--- config.mk ---
export PLATFORM = sky130hd
export DESIGN_NAME = alu_seq_ctrl
export DESIGN_NICKNAME = d
export VERILOG_FILES = /design/src/rtl/alu_seq_pkg.sv /design/src/rtl/alu_seq_regs.sv /design/src/rtl/alu_seq_ctrl.sv
export SDC_FILE = /design/constraint.sdc
export NUM_CORES = 1
export LEC_CHECK = 0
export BUFFER_PORTS_ARGS = -buffer_cell sky130_fd_sc_hd__buf_4
export CAP_MARGIN = 20
export CELL_PAD_IN_SITES_DETAIL_PLACEMENT = 1
export CELL_PAD_IN_SITES_GLOBAL_PLACEMENT = 2
export CORE_MARGIN = 2
export CORE_UTILIZATION = 22
export DETAILED_ROUTE_END_ITERATION = 8
export GPL_TIMING_DRIVEN = 0
export PLACE_DENSITY_LB_ADDON = 0.1
export SETUP_SLACK_MARGIN = 0.3
export SLEW_MARGIN = 5
export SYNTH_ARGS = -nofsm -noshare
export SYNTH_HDL_FRONTEND = slang
export SYNTH_SLANG_ARGS = --single-unit
--- constraint.sdc ---
create_clock -name clk -period 1.5 [get_ports clk]
set_input_delay 0.075 -clock clk [delete_from_list [all_inputs] [get_ports clk]]
set_output_delay 0.075 -clock clk [all_outputs]
set_load 0.005 [all_outputs]
--- src/rtl/alu_seq_pkg.sv ---
// Shared constants for the ALU/DECO sequencer: opcodes, FSM states, default width.
package alu_seq_pkg;

  localparam int ALU_SEQ_W = 16;

  localparam logic [3:0] OP_ADD  = 4'd0;
  localparam logic [3:0] OP_SUB  = 4'd1;
  localparam logic [3:0] OP_OR   = 4'd2;
  localparam logic [3:0] OP_AND  = 4'd3;
  localparam logic [3:0] OP_XOR  = 4'd4;
  localparam logic [3:0] OP_SHR  = 4'd5;
  localparam logic [3:0] OP_MOV  = 4'd6;
  localparam logic [3:0] OP_EXCH = 4'd7;
  localparam logic [3:0] OP_LDA  = 4'd8;
  localparam logic [3:0] OP_LDB  = 4'd9;
  localparam logic [3:0] OP_NOP  = 4'd10;

  typedef enum logic [1:0] {
    ST_IDLE = 2'd0,
    ST_EXEC = 2'd1,
    ST_RESP = 2'd2
  } state_e;

  // ALU opcodes occupy 0..7 so the low three bits map straight onto the DECO select.
  function automatic logic is_alu_op(input logic [3:0] op);
    return (op <= OP_EXCH);
  endfunction

endpackage

--- src/rtl/alu_seq_regs.sv ---
// RA/RB operand register pair: command loads take priority over EXEC write-back.
module alu_seq_regs
  import alu_seq_pkg::*;
#(
  parameter int W = ALU_SEQ_W
) (
  input  logic         clk,
  input  logic         rst,
  input  logic         ld_a_en,
  input  logic         ld_b_en,
  input  logic [W-1:0] ld_data,
  input  logic         wb_a_en,
  input  logic [W-1:0] wb_a_data,
  input  logic         wb_b_en,
  input  logic [W-1:0] wb_b_data,
  output logic [W-1:0] ra,
  output logic [W-1:0] rb
);

  logic [W-1:0] ra_d, ra_q;
  logic [W-1:0] rb_d, rb_q;

  always_comb begin
    ra_d = ra_q;
    rb_d = rb_q;
    if (ld_a_en)      ra_d = ld_data;
    else if (wb_a_en) ra_d = wb_a_data;
    if (ld_b_en)      rb_d = ld_data;
    else if (wb_b_en) rb_d = wb_b_data;
  end

  always_ff @(posedge clk) begin
    if (rst) begin
      ra_q <= '0;
      rb_q <= '0;
    end else begin
      ra_q <= ra_d;
      rb_q <= rb_d;
    end
  end

  assign ra = ra_q;
  assign rb = rb_q;

endmodule

--- src/rtl/alu_seq_ctrl.sv ---
// Command sequencer for the ALU/DECO datapath: IDLE/EXEC/RESP FSM and both handshakes.
// Optional result flags (res_zero/res_neg) are built when ALU_SEQ_FLAGS_EN is defined.
module alu_seq_ctrl
  import alu_seq_pkg::*;
#(
  parameter int W = ALU_SEQ_W
) (
  input  logic         clk,
  input  logic         rst,
  input  logic         cmd_valid,
  output logic         cmd_ready,
  input  logic [3:0]   cmd_op,
  input  logic [W-1:0] cmd_data,
  output logic [W-1:0] ra,
  output logic [W-1:0] rb,
  output logic [2:0]   sel,
  input  logic [W-1:0] out_a,
  input  logic [W-1:0] out_b,
  output logic         res_valid,
  input  logic         res_ready,
  output logic [W-1:0] res_data,
`ifdef ALU_SEQ_FLAGS_EN
  output logic         res_zero,
  output logic         res_neg,
`endif
  output logic         err,
  output logic         busy
);

  state_e       state_d, state_q;
  logic [2:0]   sel_d, sel_q;
  logic         err_d, err_q;
  logic [W-1:0] res_data_d, res_data_q;
  logic         ld_a_en, ld_b_en, wb_a_en, wb_b_en;
`ifdef ALU_SEQ_FLAGS_EN
  logic         res_zero_d, res_zero_q;
  logic         res_neg_d, res_neg_q;
`endif

  always_comb begin
    state_d    = state_q;
    sel_d      = sel_q;
    err_d      = 1'b0;
    res_data_d = res_data_q;
    ld_a_en    = 1'b0;
    ld_b_en    = 1'b0;
    wb_a_en    = 1'b0;
    wb_b_en    = 1'b0;
    cmd_ready  = (state_q == ST_IDLE);
    res_valid  = (state_q == ST_RESP);
`ifdef ALU_SEQ_FLAGS_EN
    res_zero_d = res_zero_q;
    res_neg_d  = res_neg_q;
`endif
    case (state_q)
      ST_IDLE: begin
        if (cmd_valid) begin
          if (is_alu_op(cmd_op)) begin
            sel_d   = cmd_op[2:0];
            state_d = ST_EXEC;
          end else if (cmd_op == OP_LDA) begin
            ld_a_en = 1'b1;
          end else if (cmd_op == OP_LDB) begin
            ld_b_en = 1'b1;
          end else if (cmd_op != OP_NOP) begin
            err_d = 1'b1;
          end
        end
      end
      ST_EXEC: begin
        // DECO output has settled on the stable RA/RB/sel; capture it at the end of EXEC.
        wb_a_en    = 1'b1;
        wb_b_en    = (sel_q == OP_EXCH[2:0]);
        res_data_d = out_a;
`ifdef ALU_SEQ_FLAGS_EN
        res_zero_d = (out_a == '0);
        res_neg_d  = out_a[W-1];
`endif
        state_d    = ST_RESP;
      end
      ST_RESP: begin
        if (res_ready) state_d = ST_IDLE;
      end
      default: state_d = ST_IDLE;
    endcase
  end

  always_ff @(posedge clk) begin
    if (rst) begin
      state_q    <= ST_IDLE;
      sel_q      <= '0;
      err_q      <= 1'b0;
      res_data_q <= '0;
`ifdef ALU_SEQ_FLAGS_EN
      res_zero_q <= 1'b0;
      res_neg_q  <= 1'b0;
`endif
    end else begin
      state_q    <= state_d;
      sel_q      <= sel_d;
      err_q      <= err_d;
      res_data_q <= res_data_d;
`ifdef ALU_SEQ_FLAGS_EN
      res_zero_q <= res_zero_d;
      res_neg_q  <= res_neg_d;
`endif
    end
  end

  alu_seq_regs #(.W(W)) u_regs (
    .clk       (clk),
    .rst       (rst),
    .ld_a_en   (ld_a_en),
    .ld_b_en   (ld_b_en),
    .ld_data   (cmd_data),
    .wb_a_en   (wb_a_en),
    .wb_a_data (out_a),
    .wb_b_en   (wb_b_en),
    .wb_b_data (out_b),
    .ra        (ra),
    .rb        (rb)
  );

  assign sel      = sel_q;
  assign err      = err_q;
  assign res_data = res_data_q;
  assign busy     = (state_q != ST_IDLE);
`ifdef ALU_SEQ_FLAGS_EN
  assign res_zero = res_zero_q;
  assign res_neg  = res_neg_q;
`endif

endmodule
==> reports/results.txt <==
outcome = finished with violations
failing checks = negative setup slack
CP max stage cell = or3b_4
Ports = 111
Crit path arrival time = 1.90 ns
class of the most critical setup path = register to register
GRT overflow = 0
ANT nets after route = 0
Cell Chain, Critical Path = or3b_4 > buf_6 > or2_1 > buf_6 > clkbuf_16 > a311oi_2
Max-cap violations = 0
initial antenna violation count = 0
multi-input logic area = 1379 um2
Skew-Pair Late Insertion Delay = 0.31 ns
RR Startpoint = state_q[0]
Max rail drop VDD = 0.3440 mV
Syn Nets = 328
WHS = 0.01610 ns
largest net degree at the start of global routing = 17
largest area contributor in the netlist = dfxtp_1
Num CTS Buffers = 5
dpl cells = 517
final wirelength = 9623 um
detailed-route vias per instance = 4.804
DP Area = 3297 um2
layout filler cell count = 1,211
nets = 467
critical path's largest stage delay = 0.39 ns
path depth of the worst reg2reg path = 6
Synth Flop Type = dfxtp_1
pwr dens = 746.1 nW/um2
cells taking the most area after synthesis = dfxtp_1, a311oi_1, nand2_1
Cell Count, Final, Fillers Out = 547
Avg Cell Area, Syn = 8.418 um2
DR WL/cell = 17.59 um
pre-CTS setup slack = -0.2622 ns
Setup Viol. Count Final = 32
register area share after synthesis = 0.4721
Layout Skew = 0.009869 ns
ys async rst share = 0
mapped cell area = 2290 um2
fin crit share = 1.118
CTS H-Tree Depth = 2
Die W = 106.0 um
GRT Total Usage = 0.1705
port bufs = 109
CP bufs+invs = 3
hold_sp = res_ready
setup TNS = -3.731 ns
Crit Path Max Fanout = 8
path length in cells of the critical path = 6
synth unique cells = 25
CTS max path bufs = 2
CTS tree = yes
hold path depth = 3
Max transition margin = 0.4527
GP Congestion = 0.7661
Top delay family on crit path = simple AND/OR/NAND/NOR gates
fin area = 4173 um2
Rows = 37
Req. time, crit path = 1.72 ns
actual slew at the worst max-slew pin = 0.8209 ns
Die Ht = 106.0 um
leak pwr = 1.674 nW
ant diodes = 0
r2r setup slk = -0.18 ns
CTS root buffer = clkbuf_8
proportion of layout cells with a drive suffix above 1 = 0.5061
final number of hold-violating endpoints = 0
achievable frequency = 596.3 MHz
final setup margin = -0.1770 ns
Post-Syn Instances = 272
DRC violations left = 0
die area = 11,240 um2
Core ar. = 10,230 um2
wire length of the first global-routing pass = 14,900 um
initial DRC count = 73
RSZ-0062 raised after global routing = yes
hold crit path type = input pin to register
DR vias = 2,628
Tmin final = 1.677 ns
vias in the first global route = 2,753
hold-critical path endpoint = state_q[1]
DP HPWL = 6988 um
Slew Limit Fails = 0
Synth top area share = 0.4721
initial core utilization = 0.2238
most frequent cells after synthesis = dfxtp_1, nand2_1, nor3_1
Ys Warns = 0
count leader, synth = dfxtp_1
# clock sinks = 54
clock transition at the registers of the reported paths = 0.11 ns
number of flops mapped to enable cells by yosys = 0
Yosys reg bits = 54
Register Area = 1089 um2
startpoint types = register
most frequent CP cell = buf_6
R2R Path End = u_regs.rb[13]
Area Growth Syn to Fin = 82.24%
drt first pass iters = 4
Crit. End Element = register
## metrics by stage
| stage | utilization | total power, mW |
|---|---|---|
| final | 0.4079 | 3.113 |
| after global routing | 0.4079 | 3.246 |
| after CTS | 0.3855 | 3.111 |
| after detailed placement | 0.3222 | 1.982 |
| after global placement | 0.3222 | 1.979 |
| after floorplan | - | 1.712 |
## worst reg2reg max path: cells and delay by family (launching register included)
family          cells  cell delay (ns)
flops               1             0.37
compound gates      1             0.18
buf+inv             3             0.44
simple gates        2             0.60
## cell usage in the layout, fill, tap and decap left out, types with 3 or more instances in the layout
master | synthesis | layout
nand2_8 | 0 | 3
clkbuf_8 | 0 | 5
nor3_1 | 33 | 32
buf_6 | 4 | 13
clkbuf_2 | 0 | 5
buf_4 | 0 | 116
clkbuf_1 | 25 | 12
a311oi_2 | 1 | 22
buf_8 | 0 | 3
dfxtp_1 | 54 | 52
a311oi_1 | 31 | 10
mux2i_1 | 3 | 3
nand2_1 | 49 | 32
buf_12 | 0 | 4
a21oi_1 | 18 | 17
nor2_1 | 4 | 3
nand2_4 | 0 | 11
nand4_1 | 16 | 16
clkbuf_16 | 0 | 7
o21ai_0 | 16 | 15
clkbuf_4 | 0 | 3
nand2_2 | 0 | 3
## repair_timing
action / in CTS / in global routing
hold buffers: 1 / 0
hold endpoints to repair: 1 / 0
buffers inserted: 12 / 6
gates cloned: 3 / 1
endpoints found under the setup margin: 53 / 56
pin swaps: 6 / 9
gates resized for setup: 85 / 38
## metal layers
layer	vias to the layer above	routed length (um)	GRT usage	part of all wire
met3	7	491	0.03556	0.051
met5	-	0	0	0
met4	0	66	0.02820	0.0069
met1	1254	4436	0.2324	0.46
li1	1286	-	-	-
met2	81	4629	0.2825	0.48
## where the power goes
part,switching (mW),total (mW),internal [mW]
clock network,0.513,1.01,0.493
registers,0.0319,1.51,1.48
logic,0.269,0.593,0.324
total,0.814,3.11,2.30
## kinds of logic (layout without fill, tap and decap cells)
logic type             Yosys count  count (layout)  share of synthesized area
buffers and inverters           34             173                    0.06994
muxes                            3               3                    0.01312
AOI/OAI and AO/OA               66              66                     0.1995
DFF                             54              54                     0.4721
and+or+nand+nor                115             115                     0.2454
## cell type report
cell class	count	area share
flip-flops and latches	54	0.2609
well taps	136	0.04078
plain buffers	32	0.07376
clock buffers	5	0.01649
multi-input cells	184	0.3304
inverters	2	0.001799
repair buffers	132	0.2666
clock inverters	2	0.009295
## state kept, by name, indices dropped and copies added (netlist names)
signal / flops
u_regs.ra: 16
err: 1
state_q: 2
sel: 3
res_data: 16
u_regs.rb: 16
## worst max-delay path by stage
stage,startpoint,slack (ns),to
2_1_floorplan,state_q[0],-0.06,u_regs.rb[0]
3_5_place_dp,state_q[1],-0.26,u_regs.rb[15]
4_1_cts,state_q[1],-0.17,u_regs.rb[13]
3_3_place_gp,state_q[1],-0.26,u_regs.rb[15]
6_report,state_q[0],-0.18,u_regs.rb[13]
5_1_grt,state_q[1],-0.24,u_regs.ra[5]
Note: power is estimated with default switching activity, not from simulation.
